### src/rtl/mldsa_pkg.sv
// Shared ML-DSA constants: parameter-set encoding, matrix dimensions and seed layout.
package mldsa_pkg;

  localparam int unsigned SEED_BITS   = 256;
  // Byte positions of the column and row indices appended to rho
  localparam int unsigned SEED_BYTE_L = 32;
  localparam int unsigned SEED_BYTE_K = 33;

  typedef enum logic [1:0] {
    MLDSA_44 = 2'd0,
    MLDSA_65 = 2'd1,
    MLDSA_87 = 2'd2
  } mldsa_mode_e;

  // Row count K of the public matrix; 0 flags an illegal mode.
  function automatic logic [3:0] k_of(input logic [1:0] mode);
    case (mode)
      MLDSA_44: k_of = 4'd4;
      MLDSA_65: k_of = 4'd6;
      MLDSA_87: k_of = 4'd8;
      default:  k_of = 4'd0;
    endcase
  endfunction

  // Column count L of the public matrix; 0 flags an illegal mode.
  function automatic logic [3:0] l_of(input logic [1:0] mode);
    case (mode)
      MLDSA_44: l_of = 4'd4;
      MLDSA_65: l_of = 4'd5;
      MLDSA_87: l_of = 4'd7;
      default:  l_of = 4'd0;
    endcase
  endfunction

endpackage

### src/rtl/expand_a_seq.sv
// Walks the (k, l) indices of the ML-DSA public matrix A, issuing one RejNTTPoly
// run per polynomial with the seed rho || l || k, for a run-time selected parameter set.
module expand_a_seq #(
  parameter int unsigned SEED_BITS = mldsa_pkg::SEED_BITS,
  parameter int unsigned K_MAX     = 8,
  parameter int unsigned L_MAX     = 7,
  parameter int unsigned IDX_W     = 4,
  parameter int unsigned PIDX_W    = $clog2(K_MAX * L_MAX)
) (
  input  logic                   clk,
  input  logic                   rst_n,
  input  logic                   start,
  input  logic [1:0]             mode,
  input  logic                   row_only,
  input  logic [IDX_W-1:0]       row_sel,
  input  logic [SEED_BITS-1:0]   rho,
  input  logic                   abort,
  output logic                   busy,
  output logic                   done,
  output logic                   err,
  output logic [IDX_W-1:0]       k,
  output logic [IDX_W-1:0]       l,
  output logic [PIDX_W-1:0]      poly_idx,
  output logic                   samp_start,
  output logic [SEED_BITS+15:0]  samp_rho,
  output logic                   samp_abort,
  input  logic                   samp_done
);
  import mldsa_pkg::*;

  typedef enum logic [1:0] {StIdle, StIssue, StWait, StFin} state_e;

  state_e               state_q, state_d;
  logic [IDX_W-1:0]     k_q, k_d, l_q, l_d;
  logic [PIDX_W-1:0]    pidx_q, pidx_d;
  logic [SEED_BITS+15:0] seed_q, seed_d;
  logic [IDX_W-1:0]     ll_q, last_k_q;
  logic                 err_q, err_d;
  logic                 samp_abort_q, samp_abort_d;
  logic                 cfg_load;

  logic [IDX_W-1:0]     k_sel, l_sel;
  logic                 illegal_cfg;
  logic                 last_pair;
  logic [SEED_BITS-1:0] rho_src;

  assign k_sel       = IDX_W'(k_of(mode));
  assign l_sel       = IDX_W'(l_of(mode));
  assign illegal_cfg = (mode == 2'd3) || (row_only && (row_sel >= k_sel));
  assign last_pair   = (k_q == last_k_q) && (l_q == ll_q - IDX_W'(1));

  always_comb begin
    state_d      = state_q;
    k_d          = k_q;
    l_d          = l_q;
    pidx_d       = pidx_q;
    err_d        = 1'b0;
    samp_abort_d = 1'b0;
    cfg_load     = 1'b0;

    case (state_q)
      StIdle: begin
        if (start) begin
          if (illegal_cfg) begin
            err_d = 1'b1;
          end else begin
            cfg_load = 1'b1;
            k_d      = row_only ? row_sel : '0;
            l_d      = '0;
            pidx_d   = row_only ? PIDX_W'(PIDX_W'(row_sel) * PIDX_W'(l_sel)) : '0;
            state_d  = StIssue;
          end
        end
      end
      StIssue: state_d = StWait;
      StWait: begin
        if (samp_done) begin
          if (last_pair) begin
            state_d = StFin;
          end else begin
            // Row-major order, so the linear index always advances by one
            if (l_q == ll_q - IDX_W'(1)) begin
              l_d = '0;
              k_d = k_q + IDX_W'(1);
            end else begin
              l_d = l_q + IDX_W'(1);
            end
            pidx_d  = pidx_q + PIDX_W'(1);
            state_d = StIssue;
          end
        end
      end
      StFin:   state_d = StIdle;
      default: state_d = StIdle;
    endcase

    // Abort overrides any index advance or completion in flight
    if (state_q != StIdle && abort) begin
      state_d      = StIdle;
      samp_abort_d = 1'b1;
      k_d          = k_q;
      l_d          = l_q;
      pidx_d       = pidx_q;
    end
  end

  // The low SEED_BITS of the seed register double as the latched rho
  always_comb begin
    rho_src                       = cfg_load ? rho : seed_q[SEED_BITS-1:0];
    seed_d                        = '0;
    seed_d[SEED_BITS-1:0]         = rho_src;
    seed_d[SEED_BYTE_L*8 +: 8]    = 8'(l_d);
    seed_d[SEED_BYTE_K*8 +: 8]    = 8'(k_d);
  end

  always_ff @(posedge clk or negedge rst_n) begin
    if (!rst_n) begin
      state_q      <= StIdle;
      k_q          <= '0;
      l_q          <= '0;
      pidx_q       <= '0;
      seed_q       <= '0;
      ll_q         <= '0;
      last_k_q     <= '0;
      err_q        <= 1'b0;
      samp_abort_q <= 1'b0;
    end else begin
      state_q      <= state_d;
      k_q          <= k_d;
      l_q          <= l_d;
      pidx_q       <= pidx_d;
      seed_q       <= seed_d;
      err_q        <= err_d;
      samp_abort_q <= samp_abort_d;
      if (cfg_load) begin
        ll_q     <= l_sel;
        last_k_q <= row_only ? row_sel : k_sel - IDX_W'(1);
      end
    end
  end

  assign busy       = (state_q != StIdle);
  assign done       = (state_q == StFin) && !abort;
  assign samp_start = (state_q == StIssue);
  assign err        = err_q;
  assign samp_abort = samp_abort_q;
  assign k          = k_q;
  assign l          = l_q;
  assign poly_idx   = pidx_q;
  assign samp_rho   = seed_q;

endmodule

### config.mk
export PLATFORM = sky130hd
export DESIGN_NAME = expand_a_seq
export DESIGN_NICKNAME = d
export VERILOG_FILES = /design/src/rtl/mldsa_pkg.sv /design/src/rtl/expand_a_seq.sv
export SDC_FILE = /design/constraint.sdc
export NUM_CORES = 1
export LEC_CHECK = 0
export ABC_AREA = 1
export BUFFER_PORTS_ARGS = -buffer_cell sky130_fd_sc_hd__clkbuf_2
export CAP_MARGIN = 20
export CORE_AREA = 3 3 216 218
export DETAILED_ROUTE_END_ITERATION = 7
export DIE_AREA = 0 0 219 221
export SLEW_MARGIN = 20
export SYNTH_ARGS = -nofsm -noshare
export SYNTH_HDL_FRONTEND = slang
export SYNTH_SLANG_ARGS = --single-unit
### constraint.sdc
create_clock -name clk -period 4.15 [get_ports clk]
set_clock_uncertainty 0.1 [all_clocks]
set_input_delay 0.83 -clock clk [delete_from_list [all_inputs] [get_ports clk]]
set_output_delay 0.83 -clock clk [all_outputs]
set_load 0.01 [all_outputs]
==> reports/results.ini, run 1 <==
[power]
p_sw_share_pct = 38.6
pwr-share-seq_pct = 40.3
p_leak_nw = 9.51
switching_power_w = 0.00461
ir_worst_vdd_mv = 0.375
p_per_area_nw_per_um2 = 737
pwr-share-comb_pct = 36.8
internal-power_w = 0.00733
clkPwrFrac_pct = 22.9

[critical_path]
startpoint_type = input pin
arrival_ns = 3.17
crit_family = adder cells
critPathMaxStageDelay_ns = 0.49
worst_setup_path_end_kind = flop
path_cells = clkbuf_2 > inv_1 > ha_1 > nand2_1 > fa_1 > inv_1 > ha_1 > a21o_1 > a21oi_1 > nor2_1 > o21ai_0 > o21ai_0 > nand2_1 > o21ai_1
critPathRequiredTime_ns = 4.48
critical_path_class = input pin to flop
crit_buf_inv = 3
worstPathMaxFanout = 5
cp_slowest_cell = fa_1

[routing]
ant_nets = 0
post-route-drc-count = 0
route.vias.total = 10900
wirelength_mm = 37.0
wl_per_cell_um = 14.5
viasPerCell = 4.25
first_pass_iters = 5
drt_iter0_drc = 711

[final_layout]
post-route-util_pct = 35.9
area_growth_pct = 36.5
fin_nets = 2224
antenna_cells = 0
layout-drive-gt1-share_pct = 32.4
design_area_um2 = 16200

[yosys]
synthAdderAreaFrac_pct = 2.51
syn_avg_cell_area_um2 = 8.44
synth_edf_count = 0
yosys.area_share.simple_pct = 30.2
yosysUniqueCellTypes = 36
ys_seq_area_share_pct = 59.3
synth-xor-area-share_pct = 0.222
synth_compound_area_share_pct = 2.28
yosysMostFrequentCell = nand2_1
syn_area_um2 = 11900
yosys-top-cells-area = dfrtp_1 59%, nand2_1 27%, ha_1 2.0%
synth_top_family_by_area = simple AND/OR/NAND/NOR gates
synth_top_cells_by_count = 852 x nand2_1, 281 x dfrtp_1, 45 x inv_1
synth_flop_cell = dfrtp_1
synth_top_area_share_pct = 59.3
ys_ff_latch = 281
syn_inst = 1405
async_flop_share_pct = 100
muxShareOfSynthArea_pct = 0
synth.largest_area_cell = dfrtp_1
yosys_warnings = 0

[clock_tree]
clock_sinks = 281
post_cts.repair.setup_buffers = 0
root_buffer = clkbuf_16
cts_buffer_depth = 3
clkTransAtPathRegs_ns = 0.06
htreeDepth = 1
cts_buffers = 30
cts_tree = yes
ctsHoldBuffers = 0
insertion_delay_ns = 0.56
cts_resized = 0

[grt]
antenna_found_initial = 0
grt_pass1_wl_mm = 58.3
grt_use_met1_pct = 18.0
grt_pass1_vias = 10900
grtUsageMet2_pct = 25.0
gr-total-overflow = 0
busiest_layer = met2
gr-usage-all-layers_pct = 14.7
grt_max_degree = 133
grtUsageMet3_pct = 3.95

[timing]
finalSetupTns_ns = 0
grt_setup_unrepaired = no
holdWs_ns = 0.211
tightestPinTransition_ns = 0.872
final-setup-viol-count = 0
slew_headroom_pct = 41.8
period_needed_ns = 2.84
post-route-period-util_pct = 68.4
drv_slew = 0
max_freq_ghz = 0.352
final_hold_viol_count = 0

[floorplan]
start_util_pct = 26.3
ios = 559
die_y_um = 221
core_um2 = 45100
die_width_um = 219
dieArea_um2 = 48400
row_count = 78

[place]
port_buffers = 550
gp_routability_congestion = 0.866
place_area_um2 = 15200
dp_hpwl_mm = 27.6

[outcome]
status = finished clean

[worst_hold_path]
min_path_type = input pin to async pin

[run]
cap_violations = 0

-- state kept, by name (all words and copies together) (netlist names) --
signal	flops
err	1
k	3
l	3
last_k_q	4
ll_q	3
poly_idx	6
samp_abort	1
samp_rho	258
state_q	2
-- routing by layer --
metal,part of all wire (%),up-vias
li1,-,5310
met1,40,5022
met2,48,453
met3,8.9,74
met4,3.0,0
met5,0,-
-- layout by cell type, fill, tap and decap left out, types with 3 or more instances in the layout --
cell type / n
dfrtp_1: 281
clkbuf_16: 30
o21ai_0: 26
nand3_1: 27
clkinv_2: 7
nor2_1: 24
clkbuf_8: 10
o21ai_1: 3
clkbuf_1: 4
clkbuf_2: 549
inv_2: 3
nand2_2: 3
fa_1: 3
nor2_4: 3
ha_1: 19
nand4_1: 6
buf_12: 6
a21oi_1: 10
conb_1: 8
buf_4: 11
inv_1: 45
nand2_1: 852
-- worst paths after layout --
path / cells past startpoint / slack [ns] / endpoint / startpoint
min reg2reg: 2 / 0.38 / samp_rho[140] / samp_rho[140]
min: 1 / 0.21 / samp_rho[127] / rst_n
max reg2reg: 7 / 1.77 / poly_idx[4] / state_q[1]
min in group clk: 3 / 0.35 / samp_rho[193] / rho[193]
max in group asynchronous: 2 / 2.77 / samp_rho[248] / rst_n
max: 14 / 1.31 / poly_idx[5] / mode[0]
-- power groups by stage --
| stage | combinational (W) | clock, W | sequential, W |
|---|---|---|---|
| after global placement | 0.00438 | 0 | 0.00481 |
| after global routing | 0.00495 | 0.00294 | 0.00498 |
| final | 0.00439 | 0.00273 | 0.00481 |
| after detailed placement | 0.00447 | 0 | 0.00482 |
| after CTS | 0.00447 | 0.00281 | 0.00482 |
| after floorplan | 0.00183 | 0 | 0.00532 |
-- stage by stage --
stage          setup WS (ns)  total power (W)  instances
2_1_floorplan           1.13          0.00715       1412
3_3_place_gp           0.801          0.00920       2501
3_5_place_dp           0.752          0.00929       2502
4_1_cts                 1.34           0.0121       2557
5_1_grt                 1.13           0.0129       2557
6_report                1.31           0.0119       2557
-- layout make-up --
cell class                 count  area, um2
clock buffer                  44        903
clock inverter                11        119
fill                        4755      28900
inverter                      49        191
multi-input combinational   1004       4210
sequential                   281       7030
tap                          600        751
timing repair buffer         568       2980
-- worst reg2reg max path: stages, from the launching register on --
cell	delay, ns
dfrtp_1	0.43
nor2_4	0.24
nor2_1	0.10
nor2_1	0.67
nand2_2	0.33
nor2_4	0.29
nand2_1	0.07
o21ai_1	0.07
-- logic make-up after synthesis --
kind of cell | after synthesis
and+or+nand+nor | 923
DFF | 281
buffers and inverters | 127
AOI/OAI and AO/OA | 48
adders and majority gates | 22
xor gates and xnor gates | 3
other | 1
Power figures use the tool's default switching activity.
==> inputs of run 2 (changes only) <==
==> constraint.sdc (replaced) <==
create_clock -name clk -period 2.76 [get_ports clk]
set_clock_uncertainty 0.1 [all_clocks]
set_input_delay 0.552 -clock clk [delete_from_list [all_inputs] [get_ports clk]]
set_output_delay 0.552 -clock clk [all_outputs]
set_load 0.01 [all_outputs]
==> reports/results.ini, run 2 (synthesis results as in run 1) <==
[timing]
post-route-period-util_pct = 90.5
worst_slack_ns = 0.263
drv_slew = 0
final-setup-viol-count = 0
final_hold_viol_count = 0
tightestPinTransition_ns = 0.573
slew_headroom_pct = 61.8
finalSetupTns_ns = 0
max_freq_ghz = 0.400
period_needed_ns = 2.50
grt_setup_unrepaired = no

[routing]
wirelength_mm = 38.1
ant_nets = 0
first_pass_iters = 7
drt_iter0_drc = 542
wl_per_cell_um = 14.7
post-route-drc-count = 0
route.vias.total = 11000
viasPerCell = 4.23

[power]
p_leak_nw = 9.78
p_per_area_nw_per_um2 = 1120
switching_power_w = 0.00707
p_sw_share_pct = 37.9
power_w = 0.0187
internal-power_w = 0.0116
ir_worst_vdd_mv = 0.574
clkPwrFrac_pct = 24.6
pwr-share-seq_pct = 38.9
pwr-share-comb_pct = 36.6

[grt]
gr-usage-all-layers_pct = 15.3
antenna_found_initial = 1
grt_max_degree = 72
grt_pass1_wl_mm = 59.4
gr-total-overflow = 0
grt_pass1_vias = 11100

[critical_path]
arrival_ns = 2.79
worst_setup_path_end_kind = flop
reg2reg_from = ll_q[0]
startpoint_type = input pin
worstPathMaxFanout = 4
critPathRequiredTime_ns = 3.06
cp-startpoint = mode[0]
critical_path_class = input pin to flop

[floorplan]
die_width_um = 219
start_util_pct = 26.3
dieArea_um2 = 48400
row_count = 78
die_y_um = 221
core_um2 = 45100
ios = 559

[clock_tree]
root_buffer = clkbuf_16
clock_sinks = 281
insertion_delay_ns = 0.52
cts_buffer_depth = 3
htreeDepth = 2
cts_tree = yes
cts_buffers = 34
clkTransAtPathRegs_ns = 0.06
cts_resized = 0

[place]
dp_cells = 2538
pre_cts_ws_ns = -0.271
port_buffers = 550
dp_hpwl_mm = 28.8
gp_routability_congestion = 0.854

[outcome]
status = finished clean

[final_layout]
layout-drive-gt1-share_pct = 33.7
layout_common_cells = 852 x nand2_1, 549 x clkbuf_2, 281 x dfrtp_1
area_growth_pct = 40.8
fin_nets = 2265
final_cells = 2601
largest_register_ffs = 258
layout_commonest_cell = nand2_1
post-route-util_pct = 37.0

[run]
cap_violations = 0

[worst_hold_path]
holdCritStartpoint = rho[27]
min_path_type = input pin to flop

[run 2: cell count changes in the layout (fill, tap and decap cells not counted), sizes merged]
cell and delta:
dlygate4sd3 +1, buf +36, clkbuf +8, clkinv -2
diode +1
[run 2: metal layers]
layer / up-vias / part of all wire (%) / GRT usage (%)
li1: 5389 / - / -
met1: 5109 / 40 / 18.0
met2: 451 / 48 / 26.1
met3: 52 / 9.0 / 5.15
met4: 0 / 2.6 / 4.93
met5: - / 0 / 0
[run 2: power groups by stage]
stage	sequential [W]	combinational [W]	clock, W
final	0.00726	0.00682	0.00458
after global routing	0.00749	0.00763	0.00491
after CTS	0.00726	0.00694	0.00473
after detailed placement	0.00726	0.00694	0
after global placement	0.00724	0.00681	0
after floorplan	0.00800	0.00275	0
[run 2: worst paths after layout]
path / to / slack [ns] / cells after the start
worst max-delay path: poly_idx[4] / 0.26 / 12
worst min-delay path: samp_rho[27] / 0.12 / 3
worst max register to register: poly_idx[5] / 0.57 / 12
worst min register to register: samp_rho[128] / 0.37 / 2
max in group asynchronous: samp_rho[204] / 1.31 / 3
min in group asynchronous: l[2] / 0.50 / 2
[run 2: per-stage QoR]
| step | hold WS (ns) | cell area [um2] |
|---|---|---|
| after floorplan | 0.156 | 11900 |
| after detailed placement | 0.364 | 15500 |
| after global placement | 0.361 | 15500 |
| after global routing | 0.0914 | 16700 |
| final | 0.121 | 16700 |
| after CTS | 0.0778 | 16700 |
[run 2: timing repair]
item,in CTS,in global routing
endpoints found under the setup margin,0,0
endpoints found under the hold margin,61,0
hold buffers,1,0
buffers inserted,0,0
[run 2: worst max-delay path, cell delays in order]
cell,delay [ns]
clkbuf_2,0.12
inv_1,0.08
ha_1,0.35
nand2_1,0.09
fa_1,0.48
inv_1,0.05
ha_1,0.22
fa_1,0.38
xor2_1,0.16
a32o_1,0.20
nand2_1,0.06
o21ai_1,0.06
[run 2: cell type report]
cell class / instances / area (um2)
antenna: 1 / 2.50
clock buffer: 52 / 1060
clock inverter: 9 / 105
fill: 4659 / 28400
inverter: 49 / 191
multi-input combinational: 1004 / 4210
sequential: 281 / 7030
tap: 600 / 751
timing repair buffer: 605 / 3340
==> inputs of run 3 (changes only) <==
--- a/config.mk
+++ b/config.mk
@@ -8,10 +8,9 @@
 export ABC_AREA = 1
 export BUFFER_PORTS_ARGS = -buffer_cell sky130_fd_sc_hd__clkbuf_2
 export CAP_MARGIN = 20
-export CORE_AREA = 3 3 216 218
+export CORE_AREA = 2 2 215 217
 export DETAILED_ROUTE_END_ITERATION = 7
-export DIE_AREA = 0 0 219 221
-export SLEW_MARGIN = 20
+export DIE_AREA = 0 0 217 219
 export SYNTH_ARGS = -nofsm -noshare
 export SYNTH_HDL_FRONTEND = slang
 export SYNTH_SLANG_ARGS = --single-unit
==> reports/results.ini, run 3 (synthesis results as in run 1) <==
[power]
p_leak_nw = 9.81
ir_worst_vdd_mv = 0.620
p_per_area_nw_per_um2 = 1110

[worst_hold_path]
holdCritStartpoint = rho[49]
holdPathEnd = samp_rho[49]
min_path_type = input pin to flop
whs_path_depth = 3

[grt]
gr-usage-all-layers_pct = 15.5
grt_pass1_wl_mm = 58.8
gr-total-overflow = 0
grt_pass1_vias = 11100
antenna_found_initial = 0
grt_max_degree = 81

[timing]
final-setup-viol-count = 0
tightestPinTransition_ns = 0.711
finalSetupTns_ns = 0
slew_headroom_pct = 52.6
post-route-period-util_pct = 90.5
final_hold_viol_count = 0
period_needed_ns = 2.50
max_freq_ghz = 0.400
grt_setup_unrepaired = no
worst_slack_ns = 0.262
drv_slew = 0

[critical_path]
critical_path_class = input pin to flop
critPathRequiredTime_ns = 3.07
startpoint_type = input pin
arrival_ns = 2.80
reg2reg_from = ll_q[0]
cp-startpoint = mode[0]
r2r_end = poly_idx[4]
rrSetupSlack_ns = 0.62
worst_setup_path_end_kind = flop
r2r_cells = 12
worstPathMaxFanout = 4

[final_layout]
final_cells = 2602
design_area_um2 = 16800
largest_register_ffs = 258
area_growth_pct = 41.4
fin_nets = 2271
fillerInstances = 4665
layout_commonest_cell = nand2_1
layout-drive-gt1-share_pct = 34.0
layout_common_cells = 852 x nand2_1, 549 x clkbuf_2, 281 x dfrtp_1
antenna_cells = 0
regArea_um2 = 7030
multi_input_area_um2 = 4210

[place]
dp_cells = 2544
pre_cts_ws_ns = -0.280
port_buffers = 550
gp_routability_congestion = 0.903
place_area_um2 = 15600
dp_hpwl_mm = 29.0

[clock_tree]
clkTransAtPathRegs_ns = 0.06
root_buffer = clkbuf_16
clock_sinks = 281
cts_tree = yes
post_cts.repair.setup_buffers = 0
cts_buffer_depth = 3
insertion_delay_ns = 0.52
htreeDepth = 2
cts_buffers = 34

[floorplan]
dieArea_um2 = 47500
ios = 559
start_util_pct = 26.3
die_width_um = 217
core_um2 = 45100
die_y_um = 219
row_count = 78

[routing]
route.vias.total = 11100
viasPerCell = 4.27
wl_per_cell_um = 14.7
wirelength_mm = 38.2
first_pass_iters = 5
drt_iter0_drc = 732
ant_nets = 0
post-route-drc-count = 0

[outcome]
status = finished clean

[run]
cap_violations = 0

## run 3: cell count changes in the layout (fill, tap and decap cells not counted), sizes merged
cell,previous run,this run
buf,55,61
bufinv,2,1
clkbuf,601,598
clkinv,6,4
clkinvlp,1,3
diode,1,0
## run 3: routing by layer
layer / wire length, um / track usage (%) / part of all wire [%]
met3: 3070 / 4.68 / 8.0
met5: 0 / 0 / 0
met2: 18300 / 25.9 / 48
met4: 1020 / 5.11 / 2.7
met1: 15800 / 19.3 / 41
## run 3: area by class of cell
cell class	instances	share of cell area (%)
inverter	49	1.14
clock inverter	8	0.433
sequential	281	41.9
timing repair buffer	611	20.5
tap	600	4.48
clock buffer	49	6.39
multi-input combinational	1004	25.1
## run 3: worst max path at each step
| stage | end | depth (start not counted) |
|---|---|---|
| CTS | poly_idx[5] | 14 |
| detailed placement | poly_idx[5] | 14 |
| global placement | poly_idx[4] | 12 |
| global route | poly_idx[5] | 14 |
| finish | poly_idx[5] | 14 |
| floorplan | poly_idx[4] | 11 |
## run 3: repair_timing
| item | in CTS | in global routing |
|---|---|---|
| hold endpoints to repair | 67 | 0 |
| hold buffers | 1 | 0 |
| resized for setup | 0 | 0 |
## run 3: report_power, final
part | switching (W) | leakage, nW | internal [W]
combinational | 0.00412 | 5.75 | 0.00275
sequential | 0.00124 | 3.50 | 0.00603
clock | 0.00172 | 0.560 | 0.00278
total | 0.00708 | 9.81 | 0.0116
## run 3: critical path: stages
cell      delay (ns)
clkbuf_2        0.12
inv_1           0.08
ha_1            0.34
nand2_1         0.08
fa_1            0.49
inv_1           0.07
ha_1            0.29
a21o_1          0.16
a21oi_1         0.18
nor2_1          0.06
o21ai_0         0.16
o21ai_0         0.10
nand2_1         0.07
o21ai_1         0.05
## run 3: through the flow
step / power, W / util [%] / hold slack [ns]
global route: 0.0200 / 37.2 / 0.108
finish: 0.0186 / 37.2 / 0.124
floorplan: 0.0107 / - / 0.156
global placement: 0.0141 / 34.6 / 0.361
CTS: 0.0189 / 37.2 / 0.0867
detailed placement: 0.0142 / 34.6 / 0.364
